===== config.mk =====
export PLATFORM = sky130hd
export DESIGN_NAME = rank_insert_arbiter_flat
export DESIGN_NICKNAME = d
export VERILOG_FILES = /design/src/rtl/rank_pipe_pkg.sv /design/src/rtl/rank_insert_arbiter_if.sv /design/src/rtl/rank_insert_arbiter_rr.sv /design/src/rtl/rank_insert_arbiter.sv /design/src/flat_wrapper.sv
export SDC_FILE = /design/constraint.sdc
export NUM_CORES = 1
export LEC_CHECK = 0
export CORE_UTILIZATION = 40
export CTS_BUF_LIST = sky130_fd_sc_hd__clkbuf_8
export DETAILED_ROUTE_END_ITERATION = 8
export GPL_ROUTABILITY_DRIVEN = 0
export GPL_TIMING_DRIVEN = 0
export PLACE_DENSITY = 0.9
export SLEW_MARGIN = 20
export SYNTH_ARGS = -nofsm -noshare
export SYNTH_HDL_FRONTEND = slang
export SYNTH_SLANG_ARGS = --single-unit

===== constraint.sdc =====
create_clock -name clk -period 4.09 [get_ports clk]
set_clock_uncertainty 0.15 [all_clocks]
set_input_delay 0.6135 -clock clk [delete_from_list [all_inputs] [get_ports clk]]
set_output_delay 0.6135 -clock clk [all_outputs]
set_load 0.05 [all_outputs]

===== src/rtl/rank_pipe_pkg.sv =====
// Shared types and constants for the rank-pipe sharers: default widths,
// the output-slot state encoding and the stats counter width.
package rank_pipe_pkg;

    localparam int unsigned NUM_PORTS_DEF     = 4;
    localparam int unsigned FLOW_ID_WIDTH_DEF = 16;
    localparam int unsigned META_WIDTH_DEF    = 16;
    localparam int unsigned RANK_WIDTH_DEF    = FLOW_ID_WIDTH_DEF;
    localparam int unsigned RR_PTR_W          = $clog2(NUM_PORTS_DEF);
    localparam int unsigned STATS_W           = 32;

    typedef enum logic {
        ST_EMPTY = 1'b0,
        ST_FULL  = 1'b1
    } rm_state_e;

    // One rank-stage entry as seen at the head / output slot
    typedef struct packed {
        logic [RANK_WIDTH_DEF-1:0] rank;
        logic [META_WIDTH_DEF-1:0] meta;
    } rank_entry_t;

endpackage


===== src/rtl/rank_insert_arbiter_if.sv =====
// Bus bundle between the ingress requesters / rank stage / PIFO and the arbiter.
// grant_count and stats_clr exist only when RANK_ARB_STATS_EN is defined.
interface rank_insert_arbiter_if #(
    parameter int unsigned NUM_PORTS     = 4,
    parameter int unsigned FLOW_ID_WIDTH = 16,
    parameter int unsigned META_WIDTH    = 16,
    parameter int unsigned RANK_WIDTH    = 16
);
    logic [NUM_PORTS-1:0]               req_valid;
    logic [NUM_PORTS-1:0]               req_ready;
    logic [NUM_PORTS*FLOW_ID_WIDTH-1:0] req_flowID;
    logic [NUM_PORTS*META_WIDTH-1:0]    req_meta;
    logic                               rank_insert;
    logic [FLOW_ID_WIDTH-1:0]           rank_flowID;
    logic [META_WIDTH-1:0]              rank_meta_wr;
    logic                               rank_busy;
    logic                               rank_valid;
    logic [RANK_WIDTH-1:0]              rank_rank;
    logic [META_WIDTH-1:0]              rank_meta_rd;
    logic                               rank_remove;
    logic                               out_valid;
    logic                               out_ready;
    logic [RANK_WIDTH-1:0]              out_rank;
    logic [META_WIDTH-1:0]              out_meta;
`ifdef RANK_ARB_STATS_EN
    logic [NUM_PORTS*32-1:0]            grant_count;
    logic                               stats_clr;
`endif

    modport slave (
        input  req_valid, req_flowID, req_meta, rank_busy, rank_valid,
               rank_rank, rank_meta_rd, out_ready,
`ifdef RANK_ARB_STATS_EN
        input  stats_clr,
        output grant_count,
`endif
        output req_ready, rank_insert, rank_flowID, rank_meta_wr,
               rank_remove, out_valid, out_rank, out_meta
    );

    modport master (
        output req_valid, req_flowID, req_meta, rank_busy, rank_valid,
               rank_rank, rank_meta_rd, out_ready,
`ifdef RANK_ARB_STATS_EN
        output stats_clr,
        input  grant_count,
`endif
        input  req_ready, rank_insert, rank_flowID, rank_meta_wr,
               rank_remove, out_valid, out_rank, out_meta
    );

endinterface


===== src/rtl/rank_insert_arbiter_rr.sv =====
// Combinational round-robin picker: first requester at or after rr_ptr (wrapping).
module rr_arbiter
    import rank_pipe_pkg::*;
#(
    parameter int unsigned NUM_PORTS = NUM_PORTS_DEF,
    parameter int unsigned PTR_W     = RR_PTR_W
) (
    input  logic [NUM_PORTS-1:0] req_i,
    input  logic [PTR_W-1:0]     rr_ptr_i,
    output logic [NUM_PORTS-1:0] grant_c_o,
    output logic [PTR_W-1:0]     win_c_o,
    output logic                 valid_c_o
);

    logic [PTR_W-1:0] idx_c;

    always_comb begin
        grant_c_o = '0;
        win_c_o   = '0;
        valid_c_o = 1'b0;
        idx_c     = '0;
        for (int unsigned k = 0; k < NUM_PORTS; k++) begin
            idx_c = PTR_W'((32'(rr_ptr_i) + k) % NUM_PORTS);
            if (!valid_c_o && req_i[idx_c]) begin
                valid_c_o        = 1'b1;
                grant_c_o[idx_c] = 1'b1;
                win_c_o          = idx_c;
            end
        end
    end

endmodule


===== src/rtl/rank_insert_arbiter.sv =====
// Round-robin insert arbiter plus one-entry registered drain slot for a shared rank stage.
// Optional per-port grant counters are built when RANK_ARB_STATS_EN is defined.
module rank_insert_arbiter
    import rank_pipe_pkg::*;
#(
    parameter int unsigned NUM_PORTS     = NUM_PORTS_DEF,
    parameter int unsigned FLOW_ID_WIDTH = FLOW_ID_WIDTH_DEF,
    parameter int unsigned META_WIDTH    = META_WIDTH_DEF,
    parameter int unsigned RANK_WIDTH    = RANK_WIDTH_DEF
) (
    input  logic                clk,
    input  logic                rst_n,
    rank_insert_arbiter_if.slave arb_if
);

    localparam int unsigned PTR_W = (NUM_PORTS > 1) ? $clog2(NUM_PORTS) : 1;

    // ---------------- insert side ----------------
    logic [PTR_W-1:0]     rr_ptr_q, rr_ptr_d;
    logic [NUM_PORTS-1:0] arb_grant_c;
    logic [PTR_W-1:0]     arb_win_c;
    logic                 arb_valid_c;
    logic                 grant_c;
    logic [NUM_PORTS-1:0] req_ready_c;

    rr_arbiter #(
        .NUM_PORTS (NUM_PORTS),
        .PTR_W     (PTR_W)
    ) u_rr_arbiter (
        .req_i     (arb_if.req_valid),
        .rr_ptr_i  (rr_ptr_q),
        .grant_c_o (arb_grant_c),
        .win_c_o   (arb_win_c),
        .valid_c_o (arb_valid_c)
    );

    // Busy or reset masks the grant entirely, so the pointer keeps its place
    always_comb begin
        grant_c     = rst_n & ~arb_if.rank_busy & arb_valid_c;
        req_ready_c = grant_c ? arb_grant_c : '0;
        rr_ptr_d    = rr_ptr_q;
        if (grant_c) begin
            rr_ptr_d = (arb_win_c == PTR_W'(NUM_PORTS - 1)) ? '0 : arb_win_c + PTR_W'(1);
        end
    end

    assign arb_if.req_ready    = req_ready_c;
    assign arb_if.rank_insert  = grant_c;
    assign arb_if.rank_flowID  = grant_c ?
        arb_if.req_flowID[32'(arb_win_c) * FLOW_ID_WIDTH +: FLOW_ID_WIDTH] : '0;
    assign arb_if.rank_meta_wr = grant_c ?
        arb_if.req_meta[32'(arb_win_c) * META_WIDTH +: META_WIDTH] : '0;

    always_ff @(posedge clk or negedge rst_n) begin
        if (!rst_n) begin
            rr_ptr_q <= '0;
        end else begin
            rr_ptr_q <= rr_ptr_d;
        end
    end

    // ---------------- remove side ----------------
    rm_state_e              state_q, state_d;
    logic [RANK_WIDTH-1:0]  out_rank_q, out_rank_d;
    logic [META_WIDTH-1:0]  out_meta_q, out_meta_d;
    logic                   remove_c;

    always_ff @(posedge clk or negedge rst_n) begin
        if (!rst_n) begin
            state_q    <= ST_EMPTY;
            out_rank_q <= '0;
            out_meta_q <= '0;
        end else begin
            state_q    <= state_d;
            out_rank_q <= out_rank_d;
            out_meta_q <= out_meta_d;
        end
    end

    // Pop the head whenever the slot is empty or is being drained this cycle
    always_comb begin
        state_d    = state_q;
        out_rank_d = out_rank_q;
        out_meta_d = out_meta_q;
        remove_c   = 1'b0;
        case (state_q)
            ST_EMPTY: begin
                if (arb_if.rank_valid) begin
                    remove_c = 1'b1;
                    state_d  = ST_FULL;
                end
            end
            ST_FULL: begin
                if (arb_if.out_ready) begin
                    if (arb_if.rank_valid) begin
                        remove_c = 1'b1;
                    end else begin
                        state_d = ST_EMPTY;
                    end
                end
            end
            default: state_d = ST_EMPTY;
        endcase
        remove_c = remove_c & rst_n;
        if (remove_c) begin
            out_rank_d = arb_if.rank_rank;
            out_meta_d = arb_if.rank_meta_rd;
        end
    end

    assign arb_if.rank_remove = remove_c;
    assign arb_if.out_valid   = (state_q == ST_FULL);
    assign arb_if.out_rank    = out_rank_q;
    assign arb_if.out_meta    = out_meta_q;

`ifdef RANK_ARB_STATS_EN
    // ---------------- per-port grant counters ----------------
    logic [STATS_W-1:0] cnt_q [NUM_PORTS];
    logic [STATS_W-1:0] cnt_d [NUM_PORTS];

    always_comb begin
        for (int unsigned i = 0; i < NUM_PORTS; i++) begin
            cnt_d[i] = cnt_q[i];
            if (arb_if.stats_clr) begin
                cnt_d[i] = '0;
            end else if (req_ready_c[i] && arb_if.req_valid[i] && (cnt_q[i] != '1)) begin
                cnt_d[i] = cnt_q[i] + STATS_W'(1);
            end
        end
    end

    always_ff @(posedge clk or negedge rst_n) begin
        if (!rst_n) begin
            for (int unsigned i = 0; i < NUM_PORTS; i++) begin
                cnt_q[i] <= '0;
            end
        end else begin
            for (int unsigned i = 0; i < NUM_PORTS; i++) begin
                cnt_q[i] <= cnt_d[i];
            end
        end
    end

    for (genvar g = 0; g < NUM_PORTS; g++) begin : g_cnt_out
        assign arb_if.grant_count[g*STATS_W +: STATS_W] = cnt_q[g];
    end
`endif

endmodule


===== src/flat_wrapper.sv =====
// flat-port wrapper written by rule: the top's interface ports become plain ports
module rank_insert_arbiter_flat import rank_pipe_pkg::*;
#(
    parameter int unsigned NUM_PORTS     = NUM_PORTS_DEF,
    parameter int unsigned FLOW_ID_WIDTH = FLOW_ID_WIDTH_DEF,
    parameter int unsigned META_WIDTH    = META_WIDTH_DEF,
    parameter int unsigned RANK_WIDTH    = RANK_WIDTH_DEF
)
  (clk, rst_n, arb_if_req_valid, arb_if_req_flowID, arb_if_req_meta, arb_if_rank_busy, arb_if_rank_valid, arb_if_rank_rank, arb_if_rank_meta_rd, arb_if_out_ready, arb_if_req_ready, arb_if_rank_insert, arb_if_rank_flowID, arb_if_rank_meta_wr, arb_if_rank_remove, arb_if_out_valid, arb_if_out_rank, arb_if_out_meta);
  rank_insert_arbiter_if #(.NUM_PORTS(NUM_PORTS), .FLOW_ID_WIDTH(FLOW_ID_WIDTH), .META_WIDTH(META_WIDTH), .RANK_WIDTH(RANK_WIDTH)) arb_if_i ();
  input  logic clk;
  input  logic rst_n;
  input wire logic [$bits(arb_if_i.req_valid)-1:0] arb_if_req_valid;
  input wire logic [$bits(arb_if_i.req_flowID)-1:0] arb_if_req_flowID;
  input wire logic [$bits(arb_if_i.req_meta)-1:0] arb_if_req_meta;
  input wire logic [$bits(arb_if_i.rank_busy)-1:0] arb_if_rank_busy;
  input wire logic [$bits(arb_if_i.rank_valid)-1:0] arb_if_rank_valid;
  input wire logic [$bits(arb_if_i.rank_rank)-1:0] arb_if_rank_rank;
  input wire logic [$bits(arb_if_i.rank_meta_rd)-1:0] arb_if_rank_meta_rd;
  input wire logic [$bits(arb_if_i.out_ready)-1:0] arb_if_out_ready;
  output wire logic [$bits(arb_if_i.req_ready)-1:0] arb_if_req_ready;
  output wire logic [$bits(arb_if_i.rank_insert)-1:0] arb_if_rank_insert;
  output wire logic [$bits(arb_if_i.rank_flowID)-1:0] arb_if_rank_flowID;
  output wire logic [$bits(arb_if_i.rank_meta_wr)-1:0] arb_if_rank_meta_wr;
  output wire logic [$bits(arb_if_i.rank_remove)-1:0] arb_if_rank_remove;
  output wire logic [$bits(arb_if_i.out_valid)-1:0] arb_if_out_valid;
  output wire logic [$bits(arb_if_i.out_rank)-1:0] arb_if_out_rank;
  output wire logic [$bits(arb_if_i.out_meta)-1:0] arb_if_out_meta;
  assign arb_if_i.req_valid = arb_if_req_valid;
  assign arb_if_i.req_flowID = arb_if_req_flowID;
  assign arb_if_i.req_meta = arb_if_req_meta;
  assign arb_if_i.rank_busy = arb_if_rank_busy;
  assign arb_if_i.rank_valid = arb_if_rank_valid;
  assign arb_if_i.rank_rank = arb_if_rank_rank;
  assign arb_if_i.rank_meta_rd = arb_if_rank_meta_rd;
  assign arb_if_i.out_ready = arb_if_out_ready;
  assign arb_if_req_ready = arb_if_i.req_ready;
  assign arb_if_rank_insert = arb_if_i.rank_insert;
  assign arb_if_rank_flowID = arb_if_i.rank_flowID;
  assign arb_if_rank_meta_wr = arb_if_i.rank_meta_wr;
  assign arb_if_rank_remove = arb_if_i.rank_remove;
  assign arb_if_out_valid = arb_if_i.out_valid;
  assign arb_if_out_rank = arb_if_i.out_rank;
  assign arb_if_out_meta = arb_if_i.out_meta;
  rank_insert_arbiter #(.NUM_PORTS(NUM_PORTS), .FLOW_ID_WIDTH(FLOW_ID_WIDTH), .META_WIDTH(META_WIDTH), .RANK_WIDTH(RANK_WIDTH)) u_core (.clk(clk), .rst_n(rst_n), .arb_if(arb_if_i));
endmodule

==> flow_summary.ini <==
[sta]
maxClockFrequency_mhz = 250.2
final-setup-viol-count = 0
worst_slew_margin_rel = 0.4532
grt_setup_unrepaired = yes
fin_crit_ns = 3.997
drv_slew = 0
tightest_slew_ns = 0.8203
final-hold-violation-count = 0
period_share = 0.9772
fin_worst_hold_slack_ns = 0.1053

[setup_path]
worstSetupStartpointType = flip-flop
crit_fanout = 13
regToRegSetupSlack_ns = 1.14
worstPathRequired_ns = 3.33
cp-end-kind = primary output
r2r.worst_path.cells = 10
crit-reg2reg-capture = u_core.rr_ptr_q[1]$_DFFE_PN0P_
worstPathArrival_ns = 3.23
reg2reg_from = u_core.rr_ptr_q[0]$_DFFE_PN0P_
criticalPathCategory = flip-flop to primary output

[synthesis]
synthMostInstantiatedCell = sky130_fd_sc_hd__mux2i_1
synth.lib_cells_used.distinct = 39
yosysSeqAreaShare = 0.2051
yosys_register_bits = 35
synth_enable_flop_cells = 0
synth_async_reset_ratio = 1.000
synthesized_area_sq_mm = 0.004270
yosysTopAreaCell = sky130_fd_sc_hd__mux2i_1
synth_top_flop_cell = sky130_fd_sc_hd__dfrtp_1
post-synth-top-area-fraction = 0.3047
syn_nets = 644
synthesis.instances = 467
post_synth_most_frequent_cells = sky130_fd_sc_hd__mux2i_1, sky130_fd_sc_hd__nand2_1, sky130_fd_sc_hd__nor2_1
synth_warnings = 0
syn-mean-instance-area_sq_um = 9.144
top_cells_by_area_synth = sky130_fd_sc_hd__mux2i_1, sky130_fd_sc_hd__dfrtp_1, sky130_fd_sc_hd__mux2_2

[outcome]
outcome = completed

[floorplan]
die_x_um = 105.3
design.portCount = 240
die_area_sq_mm = 0.01109
core.rowCount = 37
dieHeight_um = 105.3
floorplan.initialDensity = 0.4136
placeable_core_region_sq_mm = 0.01032

[routing]
remaining_drc_errors = 0
routed_wl_um = 16360
route.vias.total = 4945
wl_per_cell_um = 19.15
drt-pass1-iter-count = 6
final_antenna_net_count = 0
post_drt_via_cell_ratio = 5.790
dr.first_iter.drc_count = 365

[cts]
cts_hold_buffers = 0
tritoncts_clock_tree = yes
cts.clk_slew.worst_paths_ns = 0.08
cts_htree_levels = 2
clock_sinks = 35
cts_made_buffers = 5
worst_skew_pair.late_latency_ns = 0.27
clock_tree.buffer_depth = 2
cts-root-buf = sky130_fd_sc_hd__clkbuf_8

[pwr]
total_power_mw = 4.549
powerDensity_mw_per_mm2 = 652.2
swShare = 0.5212
pwr-share-seq = 0.102
power.switching_mw = 2.371
comb_power_share = 0.829
cellLeakagePower_nw = 2.999
p_int_mw = 2.178
clock_power_share = 0.069
vdd_drop_max_mv = 0.3295

[final_layout]
antenna_cells = 0
drive_above_1_share = 0.1797
multiInputGateArea_sq_mm = 0.003132
seq_area_sq_um = 877.1
fill_cells = 789
number_of_nets_at_the_end_of_the_flow = 894
summed_area_of_non_filler_cells_in_the_final_layout_sq_mm = 0.006975
area.growth.synth_to_final_pct = 63.35

[global_route]
maximum_number_of_pins_on_one_net_before_global_route_repair = 23
grt_first_pass_wirelength_um = 24580
groute.usage.overall = 0.2750
first_global_vias = 5055
grt_remaining_overflow = 0
grt_antenna_before_repair = 0

[job]
max_cap_viol_count = 0

[hold_path]
min_path_type = input pin to async pin

[placement]
port_buffers = 238
dpl_cell_area_sq_mm = 0.006845
dp.final_hpwl_um = 12800
[worst max path at each step]
stage	startpoint	to	slack (ns)
after floorplan	u_core.rr_ptr_q[0]$_DFFE_PN0P_	arb_if_req_ready[0]	0.03
after global placement	rst_n	arb_if_rank_meta_wr[10]	-1.36
after detailed placement	u_core.rr_ptr_q[0]$_DFFE_PN0P_	arb_if_rank_flowID[12]	-0.99
after CTS	u_core.rr_ptr_q[0]$_DFFE_PN0P_	arb_if_rank_meta_wr[15]	0.05
after global routing	u_core.rr_ptr_q[0]$_DFFE_PN0P_	arb_if_rank_flowID[10]	-0.02
final	u_core.rr_ptr_q[0]$_DFFE_PN0P_	arb_if_rank_meta_wr[4]	0.09
[final cells by class]
| type | instances | share of cell area |
|---|---|---|
| Buffer | 44 | 0.04430 |
| Clock buffer | 5 | 0.009865 |
| Clock inverter | 3 | 0.006278 |
| Inverter | 4 | 0.002870 |
| Multi-Input combinational cell | 384 | 0.4490 |
| Sequential cell | 35 | 0.1257 |
| Tap cell | 136 | 0.02439 |
| Timing Repair Buffer | 243 | 0.3376 |
[stage by stage]
stage	util	std cells	setup TNS, ns	setup WS (ns)
final	0.6757	854	0	0.09319
after global routing	0.6757	854	-0.07770	-0.02036
after CTS	0.6656	854	0	0.04638
after detailed placement	0.6631	842	-32.37	-0.9893
after global placement	0.6609	841	-42.08	-1.360
after floorplan	-	467	0	0.03445
[cell families (layout without fill, tap and decap cells)]
kind of cell | count (synthesis) | in the layout | synth area share
AOI/OAI and AO/OA | 88 | 88 | 0.1573
muxes | 168 | 168 | 0.4137
adders and majority gates | 8 | 8 | 0.02344
buffers and inverters | 48 | 299 | 0.07325
DFF | 35 | 35 | 0.2051
and+or+nand+nor | 120 | 120 | 0.1272
[metal layers]
metal | GRT usage | routed length [um] | vias to the layer above
li1 | - | - | 2259
met1 | 0.2993 | 6115 | 2307
met2 | 0.4906 | 7874 | 316
met3 | 0.07669 | 1672 | 63
met4 | 0.1308 | 694 | 0
met5 | 0 | 0 | -
[sequential cells by signal (all words and copies together), names as in the netlist]
name,count
u_core.arb_if.out_meta,16
u_core.arb_if.out_rank,16
u_core.arb_if.out_valid,1
u_core.rr_ptr_q,2
[worst max-delay path, stage by stage (launching register included)]
cell and delay [ns]:
sky130_fd_sc_hd__dfrtp_2 0.37, sky130_fd_sc_hd__buf_6 0.16, sky130_fd_sc_hd__clkinv_4 0.11, sky130_fd_sc_hd__clkbuf_8 0.19, sky130_fd_sc_hd__ha_1 0.31, sky130_fd_sc_hd__buf_6 0.13, sky130_fd_sc_hd__mux4_2 0.57, sky130_fd_sc_hd__o21ai_4 0.19
sky130_fd_sc_hd__buf_6 0.17, sky130_fd_sc_hd__buf_12 0.15, sky130_fd_sc_hd__mux2i_2 0.25, sky130_fd_sc_hd__a32o_1 0.19, sky130_fd_sc_hd__buf_6 0.17
[repair_timing]
item | in CTS | in global routing
endpoints found under the setup margin | 36 | 35
buffers inserted | 3 | 0
resized for setup | 186 | 44
cloned | 1 | 0
pin swaps | 0 | 1
[cells in the final DEF, fill, tap and decap left out, drive strengths merged]
cell | Yosys | layout
and3b | 2 | 2
a22o | 4 | 4
o221a | 1 | 1
clkinv | 1 | 3
and3 | 2 | 2
nor3b | 2 | 2
o211ai | 3 | 3
clkdlybuf4s50 | 0 | 201
a32o | 32 | 32
a311o | 1 | 1
a22oi | 4 | 4
nor3 | 32 | 32
clkbuf | 23 | 43
nand2 | 38 | 38
ha | 8 | 8
a21oi | 6 | 6
clkdlybuf4s15 | 0 | 1
nor2 | 38 | 38
mux4 | 3 | 3
nor2b | 2 | 2
o311ai | 1 | 1
a221oi | 1 | 1
o21ai | 35 | 35
buf | 21 | 47
dfrtp | 35 | 35
nand3b | 1 | 1
inv | 3 | 3
bufinv | 0 | 1
mux2i | 130 | 130
nand2b | 2 | 2
mux2 | 35 | 35
nand3 | 1 | 1
[power by group through the flow]
stage	registers, mW	clock network, mW	logic, mW
6_report	0.466	0.312	3.77
3_5_place_dp	0.481	0	3.62
3_3_place_gp	0.475	0	3.52
2_1_floorplan	0.689	0	2.41
5_1_grt	0.474	0.336	3.97
4_1_cts	0.466	0.322	3.61
(Power assumes the default switching activity.)
